### config.mk
export PLATFORM = sky130hd
export DESIGN_NAME = hand_dealer_flat
export DESIGN_NICKNAME = d
export VERILOG_FILES = /design/src/rtl/hand_dealer_if.sv /design/src/rtl/hand_dealer.sv /design/src/flat_wrapper.sv
export SDC_FILE = /design/constraint.sdc
export NUM_CORES = 1
export LEC_CHECK = 0
export ABC_CLOCK_PERIOD_IN_PS = 2800
export CELL_PAD_IN_SITES_DETAIL_PLACEMENT = 0
export CELL_PAD_IN_SITES_GLOBAL_PLACEMENT = 2
export CORE_ASPECT_RATIO = 0.5
export CORE_UTILIZATION = 30
export DETAILED_ROUTE_END_ITERATION = 6
export GPL_TIMING_DRIVEN = 0
export MAX_ROUTING_LAYER = met4
export PLACE_DENSITY = 0.75
export SETUP_SLACK_MARGIN = 0.02
export SYNTH_ARGS = -nofsm -noshare
export SYNTH_HDL_FRONTEND = slang
export SYNTH_SLANG_ARGS = --single-unit
### constraint.sdc
create_clock -name clk -period 2.8 [get_ports clk]
set_input_delay 0.42 -clock clk [delete_from_list [all_inputs] [get_ports clk]]
set_output_delay 0.42 -clock clk [all_outputs]
set_load 0.05 [all_outputs]
### src/rtl/hand_dealer_if.sv
// Handshake/bus bundle between the hand dealer and its controller / hand memory.
// master drives deal requests and hand_full; slave is the dealer itself.
interface hand_dealer_if;
    logic        deal_start;
    logic        new_deck;
    logic        seed_load;
    logic [15:0] seed_in;
    logic        hand_full;
    logic        we;
    logic [2:0]  waddr;
    logic [5:0]  card_out;
    logic        busy;
    logic        deal_done;
    logic        deal_err;
    logic [5:0]  cards_left;

    modport master (
        output deal_start,
        output new_deck,
        output seed_load,
        output seed_in,
        output hand_full,
        input  we,
        input  waddr,
        input  card_out,
        input  busy,
        input  deal_done,
        input  deal_err,
        input  cards_left
    );

    modport slave (
        input  deal_start,
        input  new_deck,
        input  seed_load,
        input  seed_in,
        input  hand_full,
        output we,
        output waddr,
        output card_out,
        output busy,
        output deal_done,
        output deal_err,
        output cards_left
    );
endinterface

### src/rtl/hand_dealer.sv
// Draws unique cards from a 52-card deck with a Galois LFSR and writes
// one hand into the hand memory, then waits for the memory to report full.
module hand_dealer #(
    parameter int          HAND_SIZE    = 5,
    parameter logic [15:0] LFSR_SEED    = 16'hACE1,
    parameter int          FULL_TIMEOUT = 16
) (
    input logic          clk,
    input logic          rst,
    hand_dealer_if.slave dif
);
    localparam int TW = $clog2(FULL_TIMEOUT) + 1;
    localparam logic [15:0] POLY = 16'hB400;

    typedef enum logic [1:0] {
        S_IDLE,
        S_DRAW,
        S_WAIT
    } state_e;

    state_e      state_q, state_d;
    logic [15:0] lfsr_q, lfsr_d;
    logic [51:0] used_q, used_d;
    logic [5:0]  left_q, left_d;
    logic [2:0]  cnt_q, cnt_d;
    logic [TW-1:0] timer_q, timer_d;
    logic        we_q, we_d;
    logic [2:0]  waddr_q, waddr_d;
    logic [5:0]  card_q, card_d;
    logic        busy_q, busy_d;
    logic        done_q, done_d;
    logic        err_q, err_d;

    logic [15:0] lfsr_nx;
    logic [5:0]  idx;
    logic [51:0] used_sh;
    logic        cand_ok;
    logic [1:0]  suit;
    logic [5:0]  off;
    logic [3:0]  rank;

    assign lfsr_nx = lfsr_q[0] ? ((lfsr_q >> 1) ^ POLY)
                               : (lfsr_q >> 1);

    // Candidate card from the low LFSR bits; 52..63 are rejected.
    assign idx     = lfsr_q[5:0];
    assign used_sh = used_q >> idx;
    assign cand_ok = (idx < 6'd52) && !used_sh[0];

    always_comb begin
        suit = 2'd0;
        off  = idx;
        unique case (1'b1)
            (idx >= 6'd39): begin
                suit = 2'd3;
                off  = idx - 6'd39;
            end
            (idx >= 6'd26 && idx < 6'd39): begin
                suit = 2'd2;
                off  = idx - 6'd26;
            end
            (idx >= 6'd13 && idx < 6'd26): begin
                suit = 2'd1;
                off  = idx - 6'd13;
            end
            default: begin
                suit = 2'd0;
                off  = idx;
            end
        endcase
    end

    assign rank = off[3:0] + 4'd2;

    always_comb begin
        state_d = state_q;
        lfsr_d  = lfsr_q;
        used_d  = used_q;
        left_d  = left_q;
        cnt_d   = cnt_q;
        timer_d = timer_q;
        we_d    = 1'b0;
        waddr_d = waddr_q;
        card_d  = card_q;
        done_d  = 1'b0;
        err_d   = 1'b0;

        unique case (state_q)
            S_IDLE: begin
                if (dif.deal_start) begin
                    if (left_q >= 6'(HAND_SIZE)) begin
                        state_d = S_DRAW;
                        cnt_d   = 3'd0;
                    end else begin
                        err_d = 1'b1;
                    end
                end else if (dif.new_deck) begin
                    used_d = '0;
                    left_d = 6'd52;
                end else if (dif.seed_load) begin
                    lfsr_d = (dif.seed_in == 16'd0) ? LFSR_SEED
                                                    : dif.seed_in;
                end
            end
            S_DRAW: begin
                lfsr_d = lfsr_nx;
                if (cand_ok) begin
                    we_d    = 1'b1;
                    waddr_d = cnt_q;
                    card_d  = {suit, rank};
                    used_d  = used_q | (52'd1 << idx);
                    left_d  = left_q - 6'd1;
                    cnt_d   = cnt_q + 3'd1;
                    if (cnt_q == 3'(HAND_SIZE - 1)) begin
                        state_d = S_WAIT;
                        timer_d = '0;
                    end
                end
            end
            S_WAIT: begin
                if (dif.hand_full) begin
                    done_d  = 1'b1;
                    state_d = S_IDLE;
                end else if (timer_q == TW'(FULL_TIMEOUT - 1)) begin
                    err_d   = 1'b1;
                    state_d = S_IDLE;
                end else begin
                    timer_d = timer_q + 1'b1;
                end
            end
            default: begin
                state_d = S_IDLE;
            end
        endcase

        busy_d = (state_d != S_IDLE);
    end

    always_ff @(posedge clk) begin
        if (rst) begin
            state_q <= S_IDLE;
            lfsr_q  <= LFSR_SEED;
            used_q  <= '0;
            left_q  <= 6'd52;
            cnt_q   <= 3'd0;
            timer_q <= '0;
            we_q    <= 1'b0;
            waddr_q <= 3'd0;
            card_q  <= 6'd0;
            busy_q  <= 1'b0;
            done_q  <= 1'b0;
            err_q   <= 1'b0;
        end else begin
            state_q <= state_d;
            lfsr_q  <= lfsr_d;
            used_q  <= used_d;
            left_q  <= left_d;
            cnt_q   <= cnt_d;
            timer_q <= timer_d;
            we_q    <= we_d;
            waddr_q <= waddr_d;
            card_q  <= card_d;
            busy_q  <= busy_d;
            done_q  <= done_d;
            err_q   <= err_d;
        end
    end

    assign dif.we         = we_q;
    assign dif.waddr      = waddr_q;
    assign dif.card_out   = card_q;
    assign dif.busy       = busy_q;
    assign dif.deal_done  = done_q;
    assign dif.deal_err   = err_q;
    assign dif.cards_left = left_q;
endmodule
### src/flat_wrapper.sv
// flat-port wrapper written by rule: the top's interface ports become plain ports
module hand_dealer_flat 
#(
    parameter int          HAND_SIZE    = 5,
    parameter logic [15:0] LFSR_SEED    = 16'hACE1,
    parameter int          FULL_TIMEOUT = 16
)
  (clk, rst, dif_deal_start, dif_new_deck, dif_seed_load, dif_seed_in, dif_hand_full, dif_we, dif_waddr, dif_card_out, dif_busy, dif_deal_done, dif_deal_err, dif_cards_left);
  hand_dealer_if dif_i ();
  input logic clk;
  input logic rst;
  input wire logic [$bits(dif_i.deal_start)-1:0] dif_deal_start;
  input wire logic [$bits(dif_i.new_deck)-1:0] dif_new_deck;
  input wire logic [$bits(dif_i.seed_load)-1:0] dif_seed_load;
  input wire logic [$bits(dif_i.seed_in)-1:0] dif_seed_in;
  input wire logic [$bits(dif_i.hand_full)-1:0] dif_hand_full;
  output wire logic [$bits(dif_i.we)-1:0] dif_we;
  output wire logic [$bits(dif_i.waddr)-1:0] dif_waddr;
  output wire logic [$bits(dif_i.card_out)-1:0] dif_card_out;
  output wire logic [$bits(dif_i.busy)-1:0] dif_busy;
  output wire logic [$bits(dif_i.deal_done)-1:0] dif_deal_done;
  output wire logic [$bits(dif_i.deal_err)-1:0] dif_deal_err;
  output wire logic [$bits(dif_i.cards_left)-1:0] dif_cards_left;
  assign dif_i.deal_start = dif_deal_start;
  assign dif_i.new_deck = dif_new_deck;
  assign dif_i.seed_load = dif_seed_load;
  assign dif_i.seed_in = dif_seed_in;
  assign dif_i.hand_full = dif_hand_full;
  assign dif_we = dif_i.we;
  assign dif_waddr = dif_i.waddr;
  assign dif_card_out = dif_i.card_out;
  assign dif_busy = dif_i.busy;
  assign dif_deal_done = dif_i.deal_done;
  assign dif_deal_err = dif_i.deal_err;
  assign dif_cards_left = dif_i.cards_left;
  hand_dealer #(.HAND_SIZE(HAND_SIZE), .LFSR_SEED(LFSR_SEED), .FULL_TIMEOUT(FULL_TIMEOUT)) u_core (.clk(clk), .rst(rst), .dif(dif_i));
endmodule
Yosys cells after proc, flatten, opt, wreduce, memory -nomap -nowiden

Index checks and enable logic that the tools add are counted.

Register bits after elaboration: 97
Bits in latches: 0
Memory bits (writable): 0
ROM bits: 0
Bits of input ports: 22
Memories kept: 0

Add/subtract/negate cells: 7
Multiply operators: 0
Divide/modulo/power cells: 0
Magnitude comparators: 7
Equality and inequality tests: 14
Shifts and indexed selects: 2
Muxes and demuxes: 39
Bitwise operators: 4
Reduce and logical (&&, ||, !) cells: 16

Operators with widths:

| operator                                                                            | number |
|---|---|
| 52-bit 2-to-1 mux                                                                   | 3 |
| 52-bit case mux with 2 select lines                                                 | 1 |
| 16-bit 2-to-1 mux                                                                   | 5 |
| 52-bit OR                                                                           | 1 |
| 1-bit by 6-bit left shift with 52-bit output, first input constant                  | 1 |
| 52-bit by 6-bit right shift with 1-bit output                                       | 1 |
| 16-bit case mux with 2 select lines                                                 | 1 |
| 5-bit 2-to-1 mux                                                                    | 4 |
| 6-bit 2-to-1 mux                                                                    | 3 |
| 16-bit logical NOT                                                                  | 1 |
| 2-bit inequality test, second input constant                                        | 7 |
| 6-bit < comparator, second input constant                                           | 2 |
| 2-bit 2-to-1 mux                                                                    | 6 |
| 2-bit case mux with 3 select lines                                                  | 2 |
| 4-bit case mux with 3 select lines                                                  | 1 |
| 6-bit case mux with 2 select lines                                                  | 1 |
| 4-bit AND reduction                                                                 | 3 |
| 5-bit case mux with 2 select lines                                                  | 1 |
| 3-bit 2-to-1 mux                                                                    | 3 |
| 4-bit subtractor, second input constant                                             | 2 |
| 6-bit by 3-bit greater-or-equal comparator with 1-bit output, second input constant | 1 |
| 6-bit by 4-bit greater-or-equal comparator with 1-bit output, second input constant | 1 |
| 6-bit by 5-bit greater-or-equal comparator with 1-bit output, second input constant | 1 |
| 6-bit greater-or-equal comparator, second input constant                            | 1 |
| 23 further kinds                                                                    | 36 |

Logic depth before layout (Yosys ltp)

Gate-level depths: netlist of the first run.

Depth in word-level cells: 6
Mapped depth: 12
Mapped depth without buffers: 12

Worst setup path before layout of the first run

No wires, ideal clock.

Kind: reg-to-reg
Start point: register u_core.lfsr_q[1]
End point: register u_core.card_q[3] (netlist: u_core.dif.card_out[3])
Arrival: 2.580 ns
Required time: 2.729 ns
Slack: 0.149 ns
Stages on the path, launching flop included: 12
Path buffers: 2
Period minus slack after synthesis: 2.651 ns
Path through: dfxtp_1 > buf_6 > buf_2 > o211ai_1 > a211oi_2 > fa_1 > a2bb2oi_1 > a21oi_1 > ha_1 > xor2_1 > nand3_1 > a21oi_1

Cells in the longest elaborated chain, start to end: 4

RTL lines:

| what                                                                                       | line                                 | text |
|---|---|---|
| from (decl)                                                                                | hand_dealer.sv:22                    | `logic [15:0] lfsr_q, lfsr_d;` |
| from (signal assigned)                                                                     | hand_dealer.sv:155                   | `lfsr_q <= lfsr_d;` |
| 6-bit by 4-bit greater-or-equal comparator with 1-bit output, or another cell as far along | hand_dealer.sv:62                    | `(idx >= 6'd13 && idx < 6'd26): begin` |
| 1-bit logical AND, or another cell as far along                                            | hand_dealer.sv:62                    |  |
| 4-bit case mux with 3 select lines / 1-bit logical AND (equally long branches)             | hand_dealer.sv:53, hand_dealer.sv:48 |  |
| 4-bit by 2-bit adder with 4-bit output / 2-bit AND reduction (equally long branches)       | --                                   |  |
| to (signal assigned)                                                                       | hand_dealer.sv:162                   | `card_q <= card_d;` |
| to (decl)                                                                                  | hand_dealer.sv:29                    | `logic [5:0] card_q, card_d;` |

Parallel ways exist; a longest one is shown, timed or not.
A chain may end at the register's enable or synchronous reset.

Worst setup path in the final report of the first run

Same ends and word-level chain as after synthesis.

==> results of run 1 <==
-- worst max-delay path by stage --
stage                     start                endpoint  slack [ns]
2_1_floorplan  u_core.lfsr_q[1]  u_core.dif.card_out[3]        0.15
3_3_place_gp   u_core.lfsr_q[1]  u_core.dif.card_out[3]       -0.33
3_5_place_dp   u_core.lfsr_q[1]  u_core.dif.card_out[3]       -0.29
4_1_cts        u_core.lfsr_q[1]  u_core.dif.card_out[3]        0.04
5_1_grt        u_core.lfsr_q[1]  u_core.dif.card_out[3]      -0.009
6_report       u_core.lfsr_q[1]  u_core.dif.card_out[3]        0.11
-- through the flow --
stage	hold WS [ns]	cell area, µm²	power [µW]
global placement	0.429	5400	2260
floorplan	0.420	4750	2010
global route	0.473	5780	3650
finish	0.449	5780	3460
CTS	0.451	5720	3480
detailed placement	0.439	5400	2260
-- area by class of cell --
type                       count  area share, %
sequential                    97           33.7
buffer                        38           3.73
clock inverter                 7           1.08
timing repair buffer          43           7.32
multi-input combinational    399           44.9
inverter                      15          0.975
clock buffer                   9           3.90
tap                          204           4.42
-- routing by layer --
layer	vias up	part of all wire, %	track usage [%]
li1	2126	-	-
met1	2087	53	28.2
met2	94	42	27.2
met3	13	4.2	3.01
met4	0	1.1	4.31
met5	-	0	-
-- flip-flops by register name, summed over array words and instances (netlist names), 2 cells and up --
register               count
u_core.cnt_q               3
u_core.dif.card_out        6
u_core.dif.cards_left      6
u_core.dif.waddr           3
u_core.lfsr_q             16
u_core.state_q             2
u_core.timer_q             5
u_core.used_q             52
-- cells in the mapped netlist, drive strengths merged, types with 4 or more instances --
master / number
a221oi: 6
xor2: 6
o221ai: 9
o31ai: 24
mux2i: 22
a211oi: 14
dfxtp: 97
nand3: 23
o21ai: 39
a22oi: 5
ha: 10
a311oi: 8
mux4: 4
nor3: 10
nand2: 104
or4: 4
nor4: 6
clkbuf: 25
inv: 15
a21oi: 17
nor2b: 6
and3: 4
buf: 13
nor2: 31
nand4: 10
a31oi: 6
-- kinds of logic after synthesis --
family          after synthesis  synth area share, %
flops                        97                 40.9
compound gates              149                 23.6
buf+inv                      53                 5.03
fa+ha+maj                    11                 3.06
simple gates                206                 19.6
mux                          26                 6.54
xor+xnor                      7                 1.29
-- repair_timing --
| action | CTS | global route |
|---|---|---|
| buffers inserted | 3 | 0 |
| hold buffers | 0 | 0 |
| endpoints found under the setup margin | 30 | 38 |
| gates resized for setup | 6 | 18 |
| pin swaps | 1 | 3 |
-- power breakdown --
group	switching [µW]	total [µW]	internal (µW)
registers	44.6	1480	1430
logic	504	772	268
clock network	597	1220	619
total	1150	3460	2320
-- worst max-delay path, delay by kind of cell (launching register included) --
| kind | cells | cell delay [ns] |
|---|---|---|
| adders and majority gates | 1 | 0.28 |
| DFF | 1 | 0.37 |
| AOI/OAI and AO/OA | 6 | 1.26 |
| xor gates and xnor gates | 1 | 0.21 |
| and+or+nand+nor | 2 | 0.20 |
| buffers and inverters | 2 | 0.30 |
==> metrics.yaml, run 1 <==
final_nets: 636
fp.dieW_um: 180
place_congestion: 0.777
ff_latch_area_mm2: 0.00195
cp-end-kind: "flop"
grt_usage_pct: 19.2
reg2reg_to: "u_core.dif.card_out[3]"
yosysSeqAreaShare_pct: 40.9
min_from: "u_core.used_q[20]"
clockBufferDepth: 2
period_minus_slack_ns: 2.69
crit_required_ns: 3.09
initial_core_util_pct: 30.8
synth-edff-count: 0
root_buffer: "clkbuf_16"
areaGrowthSynthToFinish_pct: 21.7
cts_made_buffers: 9
slowest_delay_ns: 0.37
viasPerCell: 5.32
holdPathStages: 2
overflow: 0
layout_common_cells: "nand2_1, dfxtp_1, clkdlybuf4s50_1, nor2_1, o31ai_1"
cts.sinks: 97
finalMaxSlewViolations: 0
grt_max_degree: 19
fp.dieH_um: 91.0
reg2regPathDepth: 12
final-instance-count-excl-fill: 812
diodes: 0
hold_class: "reg2reg"
setup_tns_ns: 0
first_pass_iters: 5
cp_max_fo: 10
r2r-start: "u_core.lfsr_q[1]"
dieArea_mm2: 0.0164
leakage_uw: 0.00195
setup_viol_count_final: 0
first_global_vias: 4087
dp.cells: 793
dp_hpwl_mm: 10.7
synth_flop_cell: "dfxtp_1"
synth_warnings: 0
start_kind: "flop"
status: "completed"
fmax_ghz: 0.371
worstSkewPairLatency_ns: 0.35
vias: 4320
syn_avg_cell_area_um2: 8.65
finalCritPeriodShare_pct: 96.2
clkTransAtPathRegs_ns: 0.08
wl_mm: 14.6
ir_drop_mv: 0.271
fin_util_pct: 37.5
maxSlewHeadroom_pct: 49.2
std_cell_rows: 32
cts_tree: "built"
pre_cts_ws_ns: -0.288
wire_per_inst_um: 18.0
final_common_cell: "nand2_1"
synth_top_area_share_pct: 40.9
drive_above_1_share_pct: 10.4
ioPinCount: 41
synth_largest_area_cell: "dfxtp_1"
synth_area_mm2: 0.00475
max_cap_violations: 0
htreeDepth: 3
path_cells: "buf_12 -> buf_8 -> o211a_1 -> a211oi_4 -> ha_1 -> a21o_1 -> nand2_1 -> a211oi_1 -> a22oi_1 -> xor2_1 -> nand3_1 -> a21oi_1"
fin_skew_ns: 0.0123
synth_cell_types: 59
numPortBuffers: 40
ys_ff_latch: 97
n_fill_cell: 1588
coreArea_mm2: 0.0154
drc: 0
antenna_found_initial: 0
synth_fp_nets: 582
path_class: "reg2reg"
worst_pin_slew_ns: 0.755
layout_setup_ws_ns: 0.106
syn_inst: 549
async_reset_ff_share_pct: 0
synth_area_leaders: "dfxtp_1, nand2_1, mux2i_1"
grt_first_pass_wirelength_mm: 23.6
crit_arrival_ns: 2.98
first_iter_violations: 328
ant_nets: 0
multi_input_area_mm2: 0.00259
rsz0062_at_grt: "true"
rrSetupSlack_ns: 0.11
cpMaxStageDelayCell: "dfxtp_4"
min_delay_worst_endpoint: "u_core.used_q[20]"
hold_viol_final: 0
power_density_mw_per_mm2: 600
Note: power is estimated with default switching activity, not from simulation.
==> run 2: changes to the inputs <==
--- a/config.mk
+++ b/config.mk
@@ -9,11 +9,11 @@
 export CELL_PAD_IN_SITES_DETAIL_PLACEMENT = 0
 export CELL_PAD_IN_SITES_GLOBAL_PLACEMENT = 2
 export CORE_ASPECT_RATIO = 0.5
-export CORE_UTILIZATION = 30
+export CORE_UTILIZATION = 32
 export DETAILED_ROUTE_END_ITERATION = 6
 export GPL_TIMING_DRIVEN = 0
 export MAX_ROUTING_LAYER = met4
-export PLACE_DENSITY = 0.75
+export PLACE_DENSITY = 0.79
 export SETUP_SLACK_MARGIN = 0.02
 export SYNTH_ARGS = -nofsm -noshare
 export SYNTH_HDL_FRONTEND = slang
==> run 2 against run 1 <==
  * Cell count is 0.49% lower
  * Critical path depth is 1 higher
  * Clock power is 12% higher
  * Sequential share of layout area is 0.33 points lower
  * Utilization is 2.8 points higher
==> metrics.yaml, run 2 (synthesis gave the netlist of run 1 again) <==
vias: 4300  # -0.46%
cts_made_buffers: 9  # unchanged
period_minus_slack_ns: 2.67  # -0.0247 ns
fin_util_pct: 40.3  # +2.8 points
clkTransAtPathRegs_ns: 0.07  # about the same
cts_tree: "built"
first_pass_iters: 5  # unchanged
finalMaxSlewViolations: 0  # unchanged
setup_viol_count_final: 0  # unchanged
dieArea_mm2: 0.0154  # -6.1%
fin_skew_ns: 0.0103  # -0.00203 ns
top_regs: "u_core.used_q (52), u_core.lfsr_q (16)"
dp_hpwl_mm: 10.4  # -2.7%
viasPerCell: 5.32  # about the same
first_iter_violations: 360  # +9.8%
final_nets: 638  # +0.31%
leakage_uw: 0.00199  # +2.0%
worstSkewPairLatency_ns: 0.35  # about the same
path_class: "reg2reg"
std_cell_rows: 31  # -3.1%
maxSlewHeadroom_pct: 40.9  # -8.4 points
diodes: 0  # unchanged
numPortBuffers: 40  # unchanged
htreeDepth: 3  # unchanged
cp_top_family: "compound AO/OA/AOI/OAI gates"
slowest_delay_ns: 0.37  # about the same
fin_area_mm2: 0.00583  # +0.91%
drc: 0  # unchanged
wire_per_inst_um: 17.6  # -2.2%
ant_nets: 0  # unchanged
dp.cells: 787  # -0.76%
cpMaxStageDelayCell: "dfxtp_4"
rsz0062_at_grt: "false"
final-instance-count-excl-fill: 808  # -0.49%
crit_arrival_ns: 2.95  # -0.03 ns
ff_latch_area_mm2: 0.00195  # about the same
hold_viol_final: 0  # unchanged
hold_class: "reg2reg"
clockBufferDepth: 2  # unchanged
fp.dieW_um: 174  # -3.1%
path_buf_inv: 4  # +2
finalPower_uw: 3630  # +4.7%
fp.dieH_um: 88.1  # -3.1%
hold_buffers: 0  # unchanged
grt_usage_pct: 19.9  # +0.71 points
n_fill_cell: 1499  # -5.6%
cp_max_fo: 10  # unchanged
top_register: "u_core.used_q"
path_cells: "buf_12 -> buf_12 -> o211ai_1 -> a211oi_4 -> buf_4 -> buf_4 -> or2_2 -> a2bb2oi_2 -> a21oi_2 -> ha_2 -> xor2_1 -> nand3_1 -> a21oi_1"
power_density_mw_per_mm2: 622  # +3.7%
grt_max_degree: 17  # -2
drive_above_1_share_pct: 10.7  # +0.29 points
wl_mm: 14.2  # -2.7%
largest_reg_flops: 52  # unchanged
multi_input_area_mm2: 0.00259  # about the same
cts.sinks: 97  # unchanged
hold_slack_ns: 0.452  # +0.00241 ns
cp-end-kind: "flop"
ioPinCount: 41  # unchanged
initial_core_util_pct: 32.8  # +2.0 points
final_common_cell: "nand2_1"
crit_required_ns: 3.08  # about the same
root_buffer: "clkbuf_16"
first_global_vias: 4022  # -1.6%
layout_common_cells: "nand2_1, dfxtp_1, clkdlybuf4s50_1, nor2_1, o31ai_1"
max_cap_violations: 0  # unchanged
worst_pin_slew_ns: 0.887  # +0.132 ns
ir_drop_mv: 0.277  # +2.3%
status: "completed"
areaGrowthSynthToFinish_pct: 22.8
dpl_cell_area_mm2: 0.00540  # -0.14%
start_kind: "flop"
grt_first_pass_wirelength_mm: 22.6  # -4.2%
finalCritPeriodShare_pct: 95.3  # -0.88 points
fmax_ghz: 0.375  # +0.93%
coreArea_mm2: 0.0145  # -6.1%
overflow: 0  # unchanged
antenna_found_initial: 0  # unchanged
place_congestion: 0.785  # +1.0%
## run 2: cell types whose count changed in the layout (fill, tap and decap cells not counted), moves of 2 or more
cell,delta
buf_4,+2
clkinv_4,-2
clkinv_2,+2
bufinv_16,+2
inv_6,+2
inv_8,-2
clkinvlp_4,-3
## run 2: cell type report
cell class                 count  area share, %
multi-input combinational    399           44.5
sequential                    97           33.4
timing repair buffer          45           7.51
tap                          198           4.25
clock buffer                  10           4.10
buffer                        38           3.78
clock inverter                 6           1.50
inverter                      15          0.966
## run 2: routing by layer
| layer | GRT usage (%) | vias up | wire length, µm |
|---|---|---|---|
| met3 | 3.99 | 14 | 689 |
| met5 | - | - | 0 |
| met2 | 28.9 | 100 | 5930 |
| met4 | 4.70 | 0 | 171 |
| li1 | - | 2132 | - |
| met1 | 28.0 | 2054 | 7440 |
## run 2: worst min-delay path, stage by stage (launching register included)
cell and delay [ns]:
dfxtp_1 0.31, nand2_1 0.05, o21ai_1 0.05
## run 2: path summary, 6_finish.rpt
check	startpoint	end	slack, ns	cells past startpoint
min	u_core.used_q[41]	u_core.used_q[41]	0.45	2
max reg2reg	u_core.lfsr_q[1]	u_core.dif.card_out[3]	0.13	13
min reg2reg	u_core.used_q[41]	u_core.used_q[41]	0.45	2
max	u_core.lfsr_q[1]	u_core.dif.card_out[3]	0.13	13
## run 2: stage by stage
stage | setup WS, ns | setup TNS (ns)
6_report | 0.131 | 0
2_1_floorplan | 0.149 | 0
4_1_cts | 0.0251 | 0
5_1_grt | 0.00278 | 0
3_3_place_gp | -0.329 | -1.46
3_5_place_dp | -0.316 | -1.92
## run 2: timing repair
| item | 4_1_cts | 5_1_grt |
|---|---|---|
| setup buffers | 2 | 3 |
| pin swaps | 1 | 9 |
| gates cloned | 0 | 0 |
| setup endpoints to repair | 24 | 26 |
| resized for setup | 7 | 18 |
## run 2: power by group
part           total, µW  switching, µW  internal [µW]
clock network       1370            557            811
registers           1480           43.6           1430
logic                782            507            275
total               3630           1110           2520
==> run 3: changes to the inputs <==
--- a/config.mk
+++ b/config.mk
@@ -5,11 +5,13 @@
 export SDC_FILE = /design/constraint.sdc
 export NUM_CORES = 1
 export LEC_CHECK = 0
+export ABC_AREA = 1
 export ABC_CLOCK_PERIOD_IN_PS = 2800
 export CELL_PAD_IN_SITES_DETAIL_PLACEMENT = 0
 export CELL_PAD_IN_SITES_GLOBAL_PLACEMENT = 2
 export CORE_ASPECT_RATIO = 0.5
-export CORE_UTILIZATION = 32
+export CORE_UTILIZATION = 29
+export CTS_CLUSTER_SIZE = 12
 export DETAILED_ROUTE_END_ITERATION = 6
 export GPL_TIMING_DRIVEN = 0
 export MAX_ROUTING_LAYER = met4
==> run 3 against run 2 <==
  * Power is 5.3% higher
  * Clock skew is 0.0038 ns higher
  * Sequential power hardly changed
  * Global-route usage increased by 2.6 points
  * Utilization down 4.5 points
  * Sequential cell count stayed put
  * Count of clock-buffer cells in the layout fell by 1
  * Routed wire length rose by 48%
  * Combinational power is 29% higher
  * Die area is 30% higher
  * Highest routed layer unchanged
==> metrics.yaml, run 3 <==
p_comb_share_pct: 26.5  # +4.9 points
finalMaxSlewViolations: 0  # unchanged
dieArea_mm2: 0.0200  # +30%
areaGrowthSynthToFinish_pct: 19.2
crit_required_ns: 3.09  # about the same
wl_mm: 21.0  # +48%
p_int_uw: 2440  # -3.2%
cts_made_buffers: 9  # unchanged
synth-edff-count: 0  # unchanged
swShare_pct: 36.2  # +5.6 points
r2r-start: "u_core.lfsr_q[0]"
reg2regPathDepth: 14  # +1
fin_skew_ns: 0.0141  # +0.00376 ns
setup_viol_count_final: 0  # unchanged
synth_top_area_share_pct: 34.6  # -6.4 points
rrSetupSlack_ns: 0.20  # +0.07 ns
drc: 0  # unchanged
initial_core_util_pct: 30.1  # -2.8 points
largest_reg_flops: 52  # unchanged
numPortBuffers: 39  # -2.5%
hold_class: "reg2reg"
wire_per_inst_um: 17.6  # +0.16%
synth_cell_types: 39  # -34%
viasPerCell: 4.99  # -6.2%
ioPinCount: 41  # unchanged
first_global_vias: 5419  # +35%
top_register: "u_core.used_q"
cpMostUsedCell: "nand2_1"
setup_tns_ns: 0  # unchanged
leakage_uw: 0.00246  # +24%
clkTransAtPathRegs_ns: 0.08  # about the same
synth_warnings: 0  # unchanged
start_kind: "flop"
fp.dieW_um: 199  # +14%
coreArea_mm2: 0.0187  # +29%
max_cap_violations: 0  # unchanged
fp.dieH_um: 100  # +14%
slowest_delay_ns: 0.40  # +0.03 ns
dp_hpwl_mm: 15.6  # +50%
drive_above_1_share_pct: 7.41  # -3.2 points
final_nets: 959  # +50%
ff_latch_area_mm2: 0.00195  # unchanged
grt_first_pass_wirelength_mm: 32.2  # +43%
synth_area_mm2: 0.00562  # +18%
ys_ff_latch: 97  # unchanged
cp-end-kind: "flop"
yosysMostFrequentCell: "nand2_1"
worstSkewPairLatency_ns: 0.36  # about the same
antenna_found_initial: 0  # unchanged
holdPathStages: 2  # unchanged
place_congestion: 0.938  # +20%
status: "completed"
crit_arrival_ns: 2.88  # -0.07 ns
hold_buffers: 0  # unchanged
yosysSeqAreaShare_pct: 34.6  # -6.4 points
final_common_cell: "nand2_1"
htreeDepth: 3  # unchanged
layout_common_cells: "nand2_1, a21oi_1, nand3_1, dfxtp_1, inv_1"
grt_usage_pct: 22.5  # +2.6 points
diodes: 0  # unchanged
fmax_ghz: 0.385  # +2.8%
cp_max_fo: 10  # unchanged
worst_pin_slew_ns: 0.861  # -0.0260 ns
finalCritPeriodShare_pct: 92.7  # -2.6 points
cts.sinks: 97  # unchanged
power_frac_seq_pct: 38.9  # -1.8 points
cts_tree: "built"
synthTopCellsByCount: "nand2_1, a21oi_1, dfxtp_1, nand3_1, inv_1"
cp.depth: 14  # +1
path_cells: "inv_2 -> nand2_1 -> nor2_1 -> nor2_1 -> nand2_1 -> nand2_1 -> nand2_1 -> o21ai_2 -> nand3_2 -> nand2_2 -> buf_6 -> buf_6 -> nand3_1 -> a21oi_1"
synth_largest_area_cell: "dfxtp_1"
async_reset_ff_share_pct: 0  # unchanged
path_buf_inv: 3  # -1
rsz0062_at_grt: "false"
clockBufferDepth: 2  # unchanged
top_regs: "u_core.used_q (52), u_core.lfsr_q (16)"
root_buffer: "clkbuf_16"
first_pass_iters: 7  # +2
hold_viol_final: 0  # unchanged
multi_input_area_mm2: 0.00310  # +19%
overflow: 0  # unchanged
period_minus_slack_ns: 2.60  # -0.0724 ns
hold_slack_ns: 0.444  # -0.00781 ns
synth_area_leaders: "dfxtp_1, nand2_1, a21oi_1"
synth_fp_nets: 909  # +56%
syn_avg_cell_area_um2: 6.42  # -26%
ant_nets: 0  # unchanged
maxSlewHeadroom_pct: 42.4  # +1.5 points
syn_inst: 876  # +60%
min_from: "u_core.dif.card_out[0]"
synth_flop_cell: "dfxtp_1"
cpMaxStageDelayCell: "dfxtp_2"
clkPwrFrac_pct: 34.6  # -3.1 points
std_cell_rows: 35  # +13%
cp_top_family: "simple AND/OR/NAND/NOR gates"
vias: 5939  # +38%
ir_drop_mv: 0.290  # +4.5%
reg2reg_to: "u_core.used_q[29]"
n_fill_cell: 2124  # +42%
first_iter_violations: 433  # +20%
path_class: "reg2reg"
p_sw_uw: 1380  # +25%
min_delay_worst_endpoint: "u_core.dif.card_out[0]"
grt_max_degree: 18  # +1
power_density_mw_per_mm2: 570  # -8.4%
[run 3: changes by cell type after synthesis, moves of 8 or more]
cell	before	now
nand2_1	104	240
a21oi_1	16	121
nand3_1	22	97
inv_1	14	81
nor2_1	30	73
o31ai_1	24	0
mux2i_1	22	0
o21ai_1	23	6
a311oi_1	8	0
buf_6	2	10
[run 3: repair_timing]
item                                   4_1_cts  5_1_grt
endpoints found under the hold margin        0        0
buffers inserted                             0        1
setup endpoints to repair                    2       70
pin swaps                                    0        1
resized for setup                            5       14
[run 3: power groups by stage]
stage	clock (µW)	sequential (µW)	combinational (µW)
after CTS	1350	1480	989
after global routing	1420	1500	1100
after floorplan	0	1590	550
final	1320	1490	1010
after detailed placement	0	1510	982
after global placement	0	1510	982
[run 3: worst max path at each step]
stage	from	to
floorplan	u_core.lfsr_q[3]	u_core.dif.card_out[3]
finish	u_core.lfsr_q[0]	u_core.used_q[29]
CTS	u_core.lfsr_q[1]	u_core.dif.card_out[3]
global route	u_core.lfsr_q[1]	u_core.dif.card_out[3]
global placement	u_core.lfsr_q[3]	u_core.dif.card_out[3]
detailed placement	u_core.lfsr_q[2]	u_core.dif.card_out[3]
[run 3: worst reg2reg max path: cells and delay by family (launching register included)]
kind	cells	cell delay, ns
simple gates	9	1.13
buf+inv	3	0.53
flops	1	0.40
compound gates	2	0.46
[run 3: final cells by class]
cell class / count / area share, %
repair buffers: 40 / 5.94
well taps: 259 / 4.84
clock buffers: 9 / 3.36
flip-flops and latches: 97 / 29.0
clock inverters: 7 / 1.16
plain buffers: 55 / 4.72
inverters: 85 / 4.76
multi-input cells: 638 / 46.2
[run 3: cells by family (layout without fill, tap and decap cells)]
family / Yosys count / count (layout) / share of synthesized area, %
buffers and inverters: 141 / 196 / 11.2
flip-flops: 97 / 97 / 34.6
AO/OA/AOI/OAI: 173 / 173 / 17.1
AND/OR/NAND/NOR: 448 / 448 / 33.7
adder cells (fa/ha/maj): 11 / 11 / 2.58
XOR/XNOR: 6 / 6 / 0.935
[run 3: routing by layer]
metal	global-route usage [%]	up-vias	share of wire, %	routed length (µm)
met4	4.38	0	0.89	187
met5	-	-	0	0
met2	31.0	155	41	8510
met1	33.3	2793	53	11200
met3	4.44	23	5.3	1120
li1	-	2968	-	-
[run 3: through the flow]
stage	instance area, µm²	util, %	total power [µW]	instances	setup slack [ns]
floorplan	5620	-	2140	876	0.415
global placement	6330	33.9	2490	1174	-0.299
detailed placement	6330	33.9	2490	1174	-0.285
CTS	6650	35.6	3820	1190	0.0401
global route	6700	35.8	4020	1190	0.0139
finish	6700	35.8	3820	1190	0.204
